**src/rtl/seq_det_pkg.sv**
```systemverilog
// Shared defaults and the pattern-length validity check for the programmable sequence detector.
package seq_det_pkg;

  localparam int unsigned SEQ_DET_MAX_LEN     = 8;
  localparam logic [31:0] SEQ_DET_RST_PATTERN = 32'b01101;
  localparam int unsigned SEQ_DET_RST_LEN     = 5;

  function automatic logic len_ok(input int unsigned len,
                                  input int unsigned max_len = SEQ_DET_MAX_LEN);
    return (len >= 1) && (len <= max_len);
  endfunction

endpackage

```
**src/rtl/seq_det_hist.sv**
```systemverilog
// History shift register plus a fill counter saturating at MAX_LEN; one-cycle update, no backpressure.
module seq_det_hist
  import seq_det_pkg::*;
#(
  parameter int unsigned MAX_LEN = SEQ_DET_MAX_LEN,
  parameter int unsigned LEN_W   = $clog2(MAX_LEN + 1)
) (
  input  logic               clk_i,
  input  logic               rst_ni,
  input  logic               shift_i,
  input  logic               bit_i,
  input  logic               clr_i,
  output logic [MAX_LEN-1:0] hist_o,
  output logic [LEN_W-1:0]   fill_o
);

  logic [MAX_LEN-1:0] hist_q, hist_d;
  logic [LEN_W-1:0]   fill_q, fill_d;

  // clr together with shift keeps the shifted history but restarts the fill count
  always_comb begin
    hist_d = hist_q;
    fill_d = fill_q;
    if (shift_i) begin
      hist_d = {hist_q[MAX_LEN-2:0], bit_i};
      if (fill_q != LEN_W'(MAX_LEN)) fill_d = fill_q + 1'b1;
    end else if (clr_i) begin
      hist_d = '0;
    end
    if (clr_i) fill_d = '0;
  end

  always_ff @(posedge clk_i) begin
    if (!rst_ni) begin
      hist_q <= '0;
      fill_q <= '0;
    end else begin
      hist_q <= hist_d;
      fill_q <= fill_d;
    end
  end

  assign hist_o = hist_q;
  assign fill_o = fill_q;

endmodule

```
**src/rtl/seq_det_prog.sv**
```systemverilog
// Programmable serial sequence detector, Moore flag one cycle after the final pattern bit; no backpressure.
// Define SEQ_DET_COUNT_EN to build the saturating detection counter; otherwise det_cnt is tied to 0.
module seq_det_prog
  import seq_det_pkg::*;
#(
  parameter int unsigned        MAX_LEN     = SEQ_DET_MAX_LEN,
  parameter int unsigned        LEN_W       = $clog2(MAX_LEN + 1),
  parameter logic [MAX_LEN-1:0] RST_PATTERN = MAX_LEN'(SEQ_DET_RST_PATTERN),
  parameter int unsigned        RST_LEN     = SEQ_DET_RST_LEN,
  parameter int unsigned        CNT_W       = 16
) (
  input  logic               clk,
  input  logic               rst,
  input  logic               din,
  input  logic               valid,
  input  logic               overlap,
  input  logic               cfg_we,
  input  logic [MAX_LEN-1:0] cfg_pattern,
  input  logic [LEN_W-1:0]   cfg_len,
  input  logic               cnt_clr,
  output logic               seq_det,
  output logic               cfg_err,
  output logic [CNT_W-1:0]   det_cnt
);

  logic               accept, cfg_ok, match, hist_clr;
  logic [MAX_LEN-1:0] hist, hist_post, mask;
  logic [LEN_W-1:0]   fill, fill_post;
  logic [MAX_LEN-1:0] pat_q, pat_d;
  logic [LEN_W-1:0]   len_q, len_d;
  logic               det_q, det_d, err_q, err_d;

  assign accept   = valid & ~cfg_we;
  assign cfg_ok   = cfg_we & len_ok(32'(cfg_len), MAX_LEN);
  assign hist_clr = cfg_ok | (match & ~overlap);

  seq_det_hist #(.MAX_LEN(MAX_LEN), .LEN_W(LEN_W)) u_hist (
    .clk_i  (clk),
    .rst_ni (rst),
    .shift_i(accept),
    .bit_i  (din),
    .clr_i  (hist_clr),
    .hist_o (hist),
    .fill_o (fill)
  );

  // Match is judged on the history as it will look after this bit is shifted in
  assign hist_post = {hist[MAX_LEN-2:0], din};
  assign fill_post = (fill == LEN_W'(MAX_LEN)) ? fill : fill + 1'b1;

  always_comb begin
    mask = '0;
    for (int i = 0; i < MAX_LEN; i++) mask[i] = (i < int'(len_q));
  end

  assign match = accept & (fill_post >= len_q) & (((hist_post ^ pat_q) & mask) == '0);

  always_comb begin
    pat_d = pat_q;
    len_d = len_q;
    det_d = det_q;
    err_d = cfg_we & ~cfg_ok;
    if (cfg_ok) begin
      pat_d = cfg_pattern;
      len_d = cfg_len;
      det_d = 1'b0;
    end else if (accept) begin
      det_d = match;
    end
  end

  always_ff @(posedge clk) begin
    if (!rst) begin
      pat_q <= RST_PATTERN;
      len_q <= LEN_W'(RST_LEN);
      det_q <= 1'b0;
      err_q <= 1'b0;
    end else begin
      pat_q <= pat_d;
      len_q <= len_d;
      det_q <= det_d;
      err_q <= err_d;
    end
  end

  assign seq_det = det_q;
  assign cfg_err = err_q;

`ifdef SEQ_DET_COUNT_EN
  logic [CNT_W-1:0] cnt_q, cnt_d;

  always_comb begin
    cnt_d = cnt_q;
    if (cnt_clr)                     cnt_d = '0;
    else if (match && cnt_q != '1)   cnt_d = cnt_q + 1'b1;
  end

  always_ff @(posedge clk) begin
    if (!rst) cnt_q <= '0;
    else      cnt_q <= cnt_d;
  end

  assign det_cnt = cnt_q;
`else
  logic unused_cnt_clr;
  assign unused_cnt_clr = cnt_clr;
  assign det_cnt        = '0;
`endif

endmodule

```
**config.mk**
```make
export PLATFORM = sky130hd
export DESIGN_NAME = seq_det_prog
export DESIGN_NICKNAME = d
export VERILOG_FILES = /design/src/rtl/seq_det_pkg.sv /design/src/rtl/seq_det_hist.sv /design/src/rtl/seq_det_prog.sv
export SDC_FILE = /design/constraint.sdc
export NUM_CORES = 1
export LEC_CHECK = 0
export CORE_ASPECT_RATIO = 0.5
export CORE_UTILIZATION = 48
export DETAILED_ROUTE_END_ITERATION = 12
export PLACE_DENSITY = 0.79
export SLEW_MARGIN = 20
export SYNTH_ARGS = -nofsm -noshare
export SYNTH_HDL_FRONTEND = slang
export SYNTH_SLANG_ARGS = --single-unit
```
**constraint.sdc**
```tcl
create_clock -name clk -period 2.5 [get_ports clk]
set_input_delay 0.25 -clock clk [delete_from_list [all_inputs] [get_ports clk]]
set_output_delay 0.25 -clock clk [all_outputs]
set_load 0.05 [all_outputs]
```
# == Word-level counts from Yosys, hierarchy flattened ==
# Cells that the tools add are included.
# classes
add_sub_neg,1
n_lt_le_gt_ge,11
n_eq_ne,2
mux,3
bitwise,13
reduce_logical,6
# op_table
op,count
"< comparator 3 x 4 -> 1 bit, first input constant",4
two-way mux 7 bit,2
bitwise AND 8 bit,1
logical NOT 8 bit,1
"< comparator 1 x 4 -> 1 bit, first input constant",2
"< comparator 2 x 4 -> 1 bit, first input constant",2
XOR 8 bit,1
bitwise AND 1 bit,6
"adder 4 x 1 -> 4 bit, second input constant",1
"== test 4 bit, second input constant",1
"greater-or-equal comparator 4 x 1 -> 1 bit, second input constant",1
greater-or-equal comparator 4 bit,1
"less-or-equal comparator 4 bit, second input constant",1
two-way mux 4 bit,1
"!= test 4 bit, second input constant",1
NOT 1 bit,4
OR reduction 2 bit,2
AND reduction 2 bit,1
nonzero test 2 bit,1
logical AND 1 bit,1
OR 1 bit,1
# totals
reg_bits,25
word_cells,42

# == Logic depth before layout (Yosys ltp) ==
# logic_depth
depth_word,9
depth_mapped,11
mapped_depth_nobuf,11

# == By module ==
# From an unflattened synthesis, not the netlist that was laid out.
# unflattened
cells_unflattened,175
area_unflattened_um2,1530.2
# modules_own_cells
mod,n_inst,cells_per_inst,area_per_inst_um2
seq_det_prog,1,116,998.5
seq_det_hist,1,59,531.8

# == Worst setup path before layout ==
# OpenSTA, ideal clock, no wires.
# synth_timing
kind,reg-to-reg
startpoint,register u_hist.fill_q[0] (netlist: u_hist.fill_o[0])
endpoint,register det_q (netlist: seq_det)
t_arrival_ns,1.964
setup_slack_ns,0.418
path_stages_with_launch,12
path_buffers,0
period_less_slack_ns,2.082
path_cell_list,dfxtp_1 inv_1 ha_1 nand2_1 nor2_1 xnor2_1 ha_1 nand2b_1 a2111oi_0 or3_1 o31ai_1 nor2b_1
# synth_between
elab_chain_len,5
# synth_lines
item,line_no,source
from (decl),seq_det_hist.sv:18,"logic [LEN_W-1:0] fill_q, fill_d;"
from (signal assigned),seq_det_hist.sv:39,fill_q <= fill_d;
adder 4 x 1 -> 4 bit / == test 4 bit (equally long branches),seq_det_prog.sv:49,assign fill_post = (fill == LEN_W'(MAX_LEN)) ? fill : fill + 1'b1;
two-way mux 4 bit *,seq_det_prog.sv:49,
greater-or-equal comparator 4 bit *,seq_det_prog.sv:56,assign match = accept & (fill_post >= len_q) & (((hist_post ^ pat_q) & mask) == '0);
bitwise AND 1 bit * (2 in a row),seq_det_prog.sv:56,
to (signal assigned),seq_det_prog.sv:81,det_q <= det_d;
to (decl),seq_det_prog.sv:31,"logic det_q, det_d, err_q, err_d;"
# Every way passes the cells marked *; elsewhere a longest branch is shown, timed or not.
# A chain may end at the register's enable or synchronous reset.

# == Worst setup path in the final report ==
# layout_timing
startpoint,register u_hist.fill_q[0] (netlist: u_hist.fill_o[0])
endpoint,register u_hist.fill_q[0] (netlist: u_hist.fill_o[0])
# layout_between
elab_chain_len,8
# layout_lines
item,line_no,source
adder 4 x 1 -> 4 bit / == test 4 bit (equally long branches),"seq_det_hist.sv:26, seq_det_prog.sv:49",
two-way mux 4 bit,seq_det_prog.sv:49,
greater-or-equal comparator 4 bit,seq_det_prog.sv:56,
bitwise AND 1 bit (2 in a row),seq_det_prog.sv:56,
bitwise AND 1 bit,seq_det_prog.sv:35,assign hist_clr = cfg_ok | (match & ~overlap);
OR 1 bit,seq_det_prog.sv:35,
OR reduction 2 bit (no source line),--,
# Several ways; a longest one is shown, not always the timed one.

==> metrics.cfg <==
[run_status]
status = finished, final reports clean

[detailed_routing]
wl_per_cell_um = 11.84
via_per_inst = 5.039
route.detailed.drc = 0
wl_um = 2724
dr.pass1.iters = 4
drtIter0Drc = 47
vias = 1159
antenna_left = 0

[logic_synthesis]
synth_area_mm2 = 0.001444
synth_area_leader_cell = dfxtp_1
synthTopCellsByCount = 36 x nand2_1, 25 x dfxtp_1, 16 x buf_4
synth_edf_count = 0
synthCells = 174
ys_seq_area_share_pct = 34.66
ys_ff_latch = 25
async_flop_share_pct = 0
yosysMostFrequentCell = nand2_1
synth_area_leaders = dfxtp_1 35%, nand2_1 9.4%, buf_4 8.3%
synth_cell_types = 36
syn_area_per_cell_um2 = 8.298
yosys_most_used_dff = dfxtp_1
netlist.area_leader.share_pct = 34.66
ys_warn_count = 0

[power_and_ir_drop]
power.internal_uw = 596.2
p_per_area_mw_per_mm2 = 523.2
power_uw = 868.7
pwr-share-clk_pct = 29.1
p_switching_uw = 272.5
vdd_drop_max_v = 0.0002493
p_leak_nw = 0.6422
comb_power_share_pct = 21.7
switching_share_pct = 31.37
pwr-share-seq_pct = 49.3

[floorplanning]
start_util_pct = 53.16
dieHeight_um = 40.78
io_pins = 37
core_mm2 = 0.002716
fp.dieW_um = 79.57
std_cell_rows = 13
die_area_mm2 = 0.003245

[setup_path]
end_kind = flop
worstPathRequired_ns = 2.66
r2r_cells = 10
worst-setup-path-type = reg2reg
max_stage_delay_ns = 0.43
cp.arrival_ns = 2.46
cp_cell_sequence = inv_1 > ha_1 > nand2_1 > nand2_1 > mux2i_1 > ha_1 > o21ai_0 > a221o_2 > nor4_4 > nor3_1
worst-path-max-fanout = 4
cpMaxStageDelayCell = a221o_2
startpoint_type = flop

[sta]
max_freq_ghz = 0.4344
min_period_over_period_pct = 92.07
period_needed_ns = 2.302
fin_ws_ns = 0.1982
finalSetupViolCount = 0
rsz0062_at_grt = no
hold_viol = 0
final_max_slew_viol_count = 0
tns_ns = 0
finalClockSkew_ns = 0.003355
fin_hold_ws_ns = 0.4762

[final_layout]
layout-drive-gt1-share_pct = 6.736
multiInputGateArea_um2 = 822.0
final_nets = 219
area_growth_pct = 14.99
seqCellArea_um2 = 500.5
antenna_cells = 0
fillers = 243

[placed_design]
dp_hpwl_um = 2029
detailedPlace.worstSlack_ns = 0.2207
io_buffers = 19
gp_congestion = 0.8320

[cts]
ctsResizeCount = 0
cts_hold_buf = 0
clockBufferDepth = 2
cts.sinks = 25
h-tree-depth = 1
cts_made_buffers = 3
tritoncts = yes
root_buffer = clkbuf_8
cts_setup_buffers = 0
clk_pin_slew_ns = 0.09
insertion_delay_ns = 0.27

[global_routing]
grt_max_degree = 16
antenna_found_initial = 0
grt_usage_pct = 17.55
overflow = 0
grt_pass1_wl_um = 4188
grt_pass1_vias = 920

[run]
maxCapViolCount = 0

[min_path]
hold_depth = 2
hp-class = reg2reg

## sequential cells by signal, indices dropped and copies added, names as in the netlist
register,cells
pat_q,8
u_hist.hist_o,7
len_q,4
u_hist.fill_o,4
cfg_err,1
seq_det,1
## power by group through the flow
stage               clock, mW  combinational [mW]  sequential, mW
floorplan                   0               0.154           0.436
global placement            0               0.184           0.436
detailed placement          0               0.187           0.437
CTS                     0.255               0.188           0.428
global route            0.269               0.204           0.430
finish                  0.252               0.188           0.428
## through the flow
step                cell area [um2]  util [%]  cells
floorplan                      1500         -    189
global placement               1612     59.33    226
detailed placement             1612     59.33    226
CTS                            1660     61.12    230
global route                   1660     61.12    230
finish                         1660     61.12    230
## worst paths after layout
| kind | from | endpoint | slack, ns |
|---|---|---|---|
| setup reg to reg | u_hist.fill_o[0]$_SDFFE_PP0P_ | u_hist.fill_o[0]$_SDFFE_PP0P_ | 0.20 |
| hold / removal | pat_q[5]$_SDFFE_PN0P_ | pat_q[5]$_SDFFE_PN0P_ | 0.48 |
| hold reg to reg | pat_q[5]$_SDFFE_PN0P_ | pat_q[5]$_SDFFE_PN0P_ | 0.48 |
| setup / recovery | u_hist.fill_o[0]$_SDFFE_PP0P_ | u_hist.fill_o[0]$_SDFFE_PP0P_ | 0.20 |
## kinds of logic (layout without fill, tap and decap cells)
logic type / Yosys count / count (layout) / share of synthesized area [%]
buffers and inverters: 29 / 33 / 12.30
xor gates and xnor gates: 13 / 13 / 7.886
DFF: 25 / 25 / 34.66
other: 1 / 16 / 0.2597
muxes: 2 / 2 / 1.387
AOI/OAI and AO/OA: 27 / 27 / 14.90
and+or+nand+nor: 71 / 71 / 23.40
adders and majority gates: 6 / 6 / 5.199
## critical path, delay by kind of cell, from the launching register on
family	cells	cell delay (ns)
and+or+nand+nor	4	0.62
buffers and inverters	1	0.09
adders and majority gates	2	0.41
AOI/OAI and AO/OA	2	0.52
muxes	1	0.19
DFF	1	0.36
## cell type report
type | instances | area share (%)
multi-input combinational | 135 | 49.51
sequential | 25 | 30.14
timing repair buffer | 23 | 13.26
tap | 37 | 2.788
clock buffer | 3 | 2.487
inverter | 6 | 1.356
clock inverter | 1 | 0.4521
## placed cells by master (no fill, tap or decap), types with 4 or more instances in the layout
master,count
xnor2_1,10
nand3_1,13
clkdlybuf4s50_1,19
a21boi_1,6
conb_1,16
nand2_1,36
nor2_1,5
buf_4,4
ha_1,6
a21boi_0,7
dfxtp_1,25
inv_1,6
nor3_1,6
## per-layer routing
layer  GRT usage, %  wire [um]  up-vias
met2          32.48       1193       46
met1          21.13       1329      524
li1               -          -      589
met5              0          0        -
met4          3.636          0        0
met3          5.111        201        0
Power figures use the tool's default switching activity.
